## src/rtl/upg_pkg.sv

```systemverilog
// Shared types and constants for the UART programming controller.
package upg_pkg;

  typedef enum logic [1:0] {
    RUN     = 2'd0,
    PG_ARM  = 2'd1,
    PG_LOAD = 2'd2,
    PG_DONE = 2'd3
  } upg_state_e;

  localparam int UPG_SEL_BIT = 14;
  localparam int UPG_ADDR_W  = 14;
  localparam int UPG_DATA_W  = 32;

  // One programming write as it arrives from the UART programmer.
  typedef struct packed {
    logic                  sel;   // 0 = IMEM, 1 = DMEM
    logic [UPG_ADDR_W-1:0] addr;
    logic [UPG_DATA_W-1:0] data;
  } upg_wr_t;

  // Width of a counter that must hold values 0 .. n-1.
  function automatic int cnt_width(input int n);
    return (n > 1) ? $clog2(n) : 1;
  endfunction

endpackage

```

## src/rtl/btn_debounce.sv

```systemverilog
// Button conditioner: 2-FF synchroniser, stable-level debouncer and
// a single-cycle pulse on each accepted rising edge.
module btn_debounce
  import upg_pkg::*;
#(
  parameter int DEB_CYCLES = 1_000_000
) (
  input  logic clk,
  input  logic rst_n,
  input  logic btn,
  output logic pulse
);

  localparam int DW = cnt_width(DEB_CYCLES);

  logic [1:0]    sync;
  logic          level;
  logic [DW-1:0] cnt;

  // Bring the raw button into the clk domain.
  always_ff @(posedge clk or negedge rst_n) begin
    if (!rst_n) sync <= 2'b00;
    else        sync <= {sync[0], btn};
  end

  // Accept a new level only after it differed from the current one for
  // DEB_CYCLES consecutive cycles; pulse when the accepted level is high.
  always_ff @(posedge clk or negedge rst_n) begin
    if (!rst_n) begin
      level <= 1'b0;
      cnt   <= '0;
      pulse <= 1'b0;
    end else begin
      pulse <= 1'b0;
      if (sync[1] == level) begin
        cnt <= '0;
      end else if (cnt == DW'(DEB_CYCLES - 1)) begin
        level <= sync[1];
        cnt   <= '0;
        pulse <= sync[1];
      end else begin
        cnt <= cnt + 1'b1;
      end
    end
  end

endmodule

```

## src/rtl/uart_prog_ctrl.sv

```systemverilog
// RUN / UART-programming sequencer with IMEM/DMEM write steering.
// Optional idle-write timeout in PG_LOAD is built when UPG_TIMEOUT_EN
// is defined; otherwise PG_LOAD waits for upg_done_o and pg_err is 0.
module uart_prog_ctrl
  import upg_pkg::*;
#(
  parameter int DEB_CYCLES     = 1_000_000,
  parameter int RST_HOLD       = 4,
  parameter int TIMEOUT_CYCLES = 50_000_000,
  parameter int CNT_W          = 16
) (
  input  logic                  clk,
  input  logic                  rst,
  input  logic                  start_pg,
  input  logic                  upg_wen_o,
  input  logic                  upg_done_o,
  input  logic [14:0]           upg_adr_o,
  input  logic [31:0]           upg_dat_o,
  output logic                  upg_rst,
  output logic                  cpu_rst_n,
  output logic                  prog_mode,
  output logic                  imem_upg_we,
  output logic                  dmem_upg_we,
  output logic [UPG_ADDR_W-1:0] upg_waddr,
  output logic [31:0]           upg_wdata,
  output logic [CNT_W-1:0]      word_cnt,
  output logic                  pg_err
);

  localparam int HW = cnt_width(RST_HOLD);

  upg_state_e    state, state_nxt;
  logic          pg_req;
  logic [HW-1:0] hold_cnt;
  logic          load, wr_fire, timeout;
  logic          cpu_rst_n_nxt, upg_rst_nxt, prog_mode_nxt;
  upg_wr_t       wr_in;

  btn_debounce #(.DEB_CYCLES(DEB_CYCLES)) u_deb (
    .clk   (clk),
    .rst_n (rst),
    .btn   (start_pg),
    .pulse (pg_req)
  );

  assign wr_in.sel  = upg_adr_o[UPG_SEL_BIT];
  assign wr_in.addr = upg_adr_o[UPG_ADDR_W-1:0];
  assign wr_in.data = upg_dat_o;

  assign load    = (state == PG_LOAD);
  assign wr_fire = load & upg_wen_o;

  // State and control outputs; outputs are registered from the next state
  // so they line up with the state they describe.
  always_ff @(posedge clk or negedge rst) begin
    if (!rst) begin
      state     <= RUN;
      cpu_rst_n <= 1'b0;
      upg_rst   <= 1'b1;
      prog_mode <= 1'b0;
    end else begin
      state     <= state_nxt;
      cpu_rst_n <= cpu_rst_n_nxt;
      upg_rst   <= upg_rst_nxt;
      prog_mode <= prog_mode_nxt;
    end
  end

  // Next state and next control-output values.
  always_comb begin
    state_nxt     = state;
    cpu_rst_n_nxt = 1'b0;
    upg_rst_nxt   = 1'b1;
    prog_mode_nxt = 1'b0;
    case (state)
      RUN:     if (pg_req) state_nxt = PG_ARM;
      PG_ARM:  state_nxt = PG_LOAD;
      PG_LOAD: if (upg_done_o || timeout) state_nxt = PG_DONE;
      PG_DONE: if (hold_cnt == HW'(RST_HOLD - 1)) state_nxt = RUN;
      default: state_nxt = RUN;
    endcase
    case (state_nxt)
      RUN:            cpu_rst_n_nxt = 1'b1;
      PG_ARM,
      PG_LOAD: begin
        upg_rst_nxt   = 1'b0;
        prog_mode_nxt = 1'b1;
      end
      // Keep the memories on the programming port for the first PG_DONE
      // cycle so a write strobed alongside upg_done_o still lands.
      PG_DONE:        prog_mode_nxt = (state == PG_LOAD);
      default:        cpu_rst_n_nxt = 1'b0;
    endcase
  end

  // Counts cycles spent in PG_DONE to time the CPU reset hold.
  always_ff @(posedge clk or negedge rst) begin
    if (!rst)                  hold_cnt <= '0;
    else if (state == PG_DONE) hold_cnt <= hold_cnt + 1'b1;
    else                       hold_cnt <= '0;
  end

  // Steer programmer writes to IMEM or DMEM one cycle after the strobe.
  always_ff @(posedge clk or negedge rst) begin
    if (!rst) begin
      imem_upg_we <= 1'b0;
      dmem_upg_we <= 1'b0;
      upg_waddr   <= '0;
      upg_wdata   <= '0;
    end else begin
      imem_upg_we <= wr_fire & ~wr_in.sel;
      dmem_upg_we <= wr_fire &  wr_in.sel;
      if (wr_fire) begin
        upg_waddr <= wr_in.addr;
        upg_wdata <= wr_in.data;
      end
    end
  end

  // Session word counter: cleared on an accepted request, saturating.
  always_ff @(posedge clk or negedge rst) begin
    if (!rst)                            word_cnt <= '0;
    else if (state == RUN && pg_req)     word_cnt <= '0;
    else if (wr_fire && word_cnt != '1)  word_cnt <= word_cnt + 1'b1;
  end

`ifdef UPG_TIMEOUT_EN
  localparam int TW = cnt_width(TIMEOUT_CYCLES);
  logic [TW-1:0] idle_cnt;

  assign timeout = load && !upg_wen_o && !upg_done_o &&
                   (idle_cnt == TW'(TIMEOUT_CYCLES - 1));

  // Idle cycles since entering PG_LOAD or since the last write.
  always_ff @(posedge clk or negedge rst) begin
    if (!rst)                    idle_cnt <= '0;
    else if (!load || upg_wen_o) idle_cnt <= '0;
    else                         idle_cnt <= idle_cnt + 1'b1;
  end

  // Sticky timeout flag, cleared by the next accepted request.
  always_ff @(posedge clk or negedge rst) begin
    if (!rst)                        pg_err <= 1'b0;
    else if (state == RUN && pg_req) pg_err <= 1'b0;
    else if (timeout)                pg_err <= 1'b1;
  end
`else
  logic unused_timeout;
  assign unused_timeout = |TIMEOUT_CYCLES;
  assign timeout        = 1'b0;
  assign pg_err         = 1'b0;
`endif

endmodule

```

## config.mk

```make
export PLATFORM = sky130hd
export DESIGN_NAME = uart_prog_ctrl
export DESIGN_NICKNAME = d
export VERILOG_FILES = /design/src/rtl/upg_pkg.sv /design/src/rtl/btn_debounce.sv /design/src/rtl/uart_prog_ctrl.sv
export SDC_FILE = /design/constraint.sdc
export NUM_CORES = 1
export LEC_CHECK = 0
export ABC_AREA = 1
export CAP_MARGIN = 20
export CELL_PAD_IN_SITES_DETAIL_PLACEMENT = 1
export CELL_PAD_IN_SITES_GLOBAL_PLACEMENT = 1
export CORE_AREA = 2 2 117 119
export DETAILED_ROUTE_END_ITERATION = 8
export DIE_AREA = 0 0 119 121
export HOLD_SLACK_MARGIN = 0.1
export PLACE_DENSITY_LB_ADDON = 0.1
export SETUP_SLACK_MARGIN = 0.3
export SLEW_MARGIN = 20
export SYNTH_ARGS = -nofsm -noshare
export SYNTH_HDL_FRONTEND = slang
export SYNTH_SLANG_ARGS = --single-unit
export TNS_END_PERCENT = 10
```

## constraint.sdc

```tcl
create_clock -name clk -period 1.5 [get_ports clk]
set_input_delay 0.15 -clock clk [delete_from_list [all_inputs] [get_ports clk]]
set_output_delay 0.15 -clock clk [all_outputs]
set_load 0.005 [all_outputs]
```

==> summary.md <==
| Metric | Value |
|---|---|
| DP Cell Count | `850` |
| IO Pins | `120` |
| Vias | `4164` |
| Setup TNS | `0 ns` |
| Initial Util | `0.343` |
| Mapped Area | `approximately 0.0045 sq mm` |
| Critical path launch point type | `register` |
| Clock Sinks | `between 90 and 100` |
| Die H | `121 um` |
| Status | `completed` |
| Max-slew violation count | `0` |
| Initial antenna violation count | `1` |
| Most common cell after layout, fill and taps aside | `nand2_1` |
| WL/cell | `between 15 and 20 um` |
| First-pass GRT wire length | `roughly 22 mm` |
| Clk_skew | `0.00591 ns` |
| Hold Fails Final Rpt | `0` |
| Clock Tree Buf Depth | `2` |
| Post-synthesis sequential area ratio | `0.530` |
| CP endpoint kind | `register` |
| CTS tree | `done` |
| Final Setup Violations | `0` |
| Vias per cell | `roughly 4.7` |
| R2R Setup Slk | `0.04 ns` |
| Power per Cell Area | `749 mW/mm^2` |
| Fmax | `about 700 MHz` |
| Antenna Nets Post-Route | `0` |
| Yosys warning total | `0` |
| RSZ-0062 raised after global routing | `yes` |
| Final WL | `between 10 and 15 mm` |
| Clock slew at reported path FFs | `roughly 0.07 ns` |
| Period utilization | `0.974` |
| Netlist cell types | `32` |
| Row Count | `between 40 and 50` |
| Die width | `~120 um` |
| Worst-path maximum fanout | `3` |
| Most frequent cells in the layout | `nand2_1 (214), dfrtp_1 (91), nor2_1 (53)` |
| Post-synth top area cell | `dfrtp_1` |
| Crit path DAT | `roughly 1.7 ns` |
| CORE AREA | `around 0.013 sq mm` |
| TritonCTS buffer count | `9` |
| Worst-Skew Late Latency | `roughly 0.35 ns` |
| Synth top area cells | `dfrtp_1 (52%), nand2_1 (18%), nor2_1 (5.0%), nand3_1 (3.6%), inv_1 (3.5%)` |
| Max VDD drop | `between 0.4 and 0.5 mV` |
| Non-Filler Instances | `894` |
| Tmin final | `between 1 and 1.5 ns` |
| Number of synthesized register bits | `95` |
| Largest net degree at the start of global routing | `56` |
| Post-synthesis average cell area | `8.32 sq um` |
| # nets final | `769` |
| Top-area cell type share of the netlist area | `0.524` |
| Clock root cell | `clkbuf_16` |
| # port buffers | `roughly 120` |
| CP required | `between 1.5 and 2 ns` |
| Total design power | `5.14 mW` |
| Remaining Overflow, GRT | `0` |
| Vias in the first global route | `about 4600` |
| Gpl congestion | `0.757` |
| Synth-to-layout area growth | `52.9%` |
| Design area | `slightly below 0.007 sq mm` |
| Initial drt markers | `approximately 150` |
| Post-Place Cell Area | `0.00607 sq mm` |
| H-tree Lvls | `3` |
| Crit Path Class | `register to register` |
| DRC viols | `0` |
| Total GRT Usage | `0.196` |
| Min-Delay Path Class | `input pin to register` |
| Die ar. | `0.0144 sq mm` |
| Layout cells sized above 1 | `0.205` |
| Net Count, Synth | `597` |
| Drt pass-1 iters | `4` |
| Leak | `4.24 nW` |
| Syn Inst Count | `540` |
| Maxcap violations | `0` |
| Post-DP HPWL | `slightly above 9 mm` |
| Core Util, Final | `0.525` |
[cells in the mapped netlist, drive strengths merged]
library cell,instances
nand2,229
inv,44
o21ai,14
dfrtp,94
o21bai,2
nor2,70
dfstp,1
ha,5
nand3,39
a21oi,6
nand4,3
xor2,11
o21a,1
conb,1
nor3,3
xnor2,3
and2,2
clkbuf,2
buf,10
[final timing paths]
kind                                          from                        to  cells after the start
max                        word_cnt[1]$_DFFE_PN0P_  word_cnt[14]$_DFFE_PN0P_                      7
min reg2reg                u_deb.sync[0]$_DFF_PN0_   u_deb.sync[1]$_DFF_PN0_                      0
min                                       start_pg   u_deb.sync[0]$_DFF_PN0_                      1
max in group asynchronous                      rst         upg_rst$_DFF_PN1_                      3
max reg2reg                word_cnt[1]$_DFFE_PN0P_  word_cnt[14]$_DFFE_PN0P_                      7
min in group asynchronous                      rst  word_cnt[13]$_DFFE_PN0P_                      2
[flip-flops by register name, summed over array words and instances (netlist names)]
name,count
u_deb.pulse,1
prog_mode,1
u_deb.cnt,20
upg_waddr,14
hold_cnt,2
dmem_upg_we,1
state,2
upg_wdata,32
u_deb.sync,2
upg_rst,1
u_deb.level,1
word_cnt,16
imem_upg_we,1
cpu_rst_n,1
[layer usage]
metal,track usage,vias to the layer above,share of wire
li1,-,2010,-
met1,0.225,2058,0.41
met2,0.349,77,0.53
met3,0.0395,19,0.031
met4,0.0908,0,0.023
met5,0,-,0
[worst max-delay path: stages, from the launching register on]
cell,delay [ns]
dfrtp_1,0.36
ha_2,0.21
buf_4,0.12
nand3_1,0.10
nor2_1,0.24
nand4_1,0.16
nand3_2,0.11
o21ai_1,0.06
[logic make-up after synthesis]
group,synth area share
AO/OA/AOI/OAI,0.0290
buffers and inverters,0.0552
other,0.000835
AND/OR/NAND/NOR,0.344
adder cells (fa/ha/maj),0.0139
XOR/XNOR,0.0273
flip-flops,0.530
[timing repair]
action / 4_1_cts / 5_1_grt
pin swaps: 9 / 15
cloned: 0 / 2
endpoints found under the setup margin: 152 / 147
hold endpoints to repair: 22 / 0
hold buffers: 1 / 0
buffers inserted: 22 / 2
gates resized for setup: 65 / 100
[layout make-up]
cell class	instances	area, sq um
timing repair buffer	171	1760
fill	1509	6220
inverter	44	165
clock buffer	12	236
tap	176	220
clock inverter	4	55.1
sequential	95	2380
multi-input combinational	391	2050
antenna	1	2.50
[per-stage QoR]
stage          setup WS, ns  hold slack [ns]
6_report             0.0393            0.232
5_1_grt             -0.0832            0.233
4_1_cts              0.0642            0.220
3_5_place_dp        -0.0305           0.0888
3_3_place_gp         0.0508           0.0879
2_1_floorplan        0.0650           -0.146
[where the power goes]
part	switching, mW	internal, mW
logic	0.0985	0.141
clock network	1.02	1.30
registers	0.00712	2.57
Note: power is estimated with default switching activity, not from simulation.
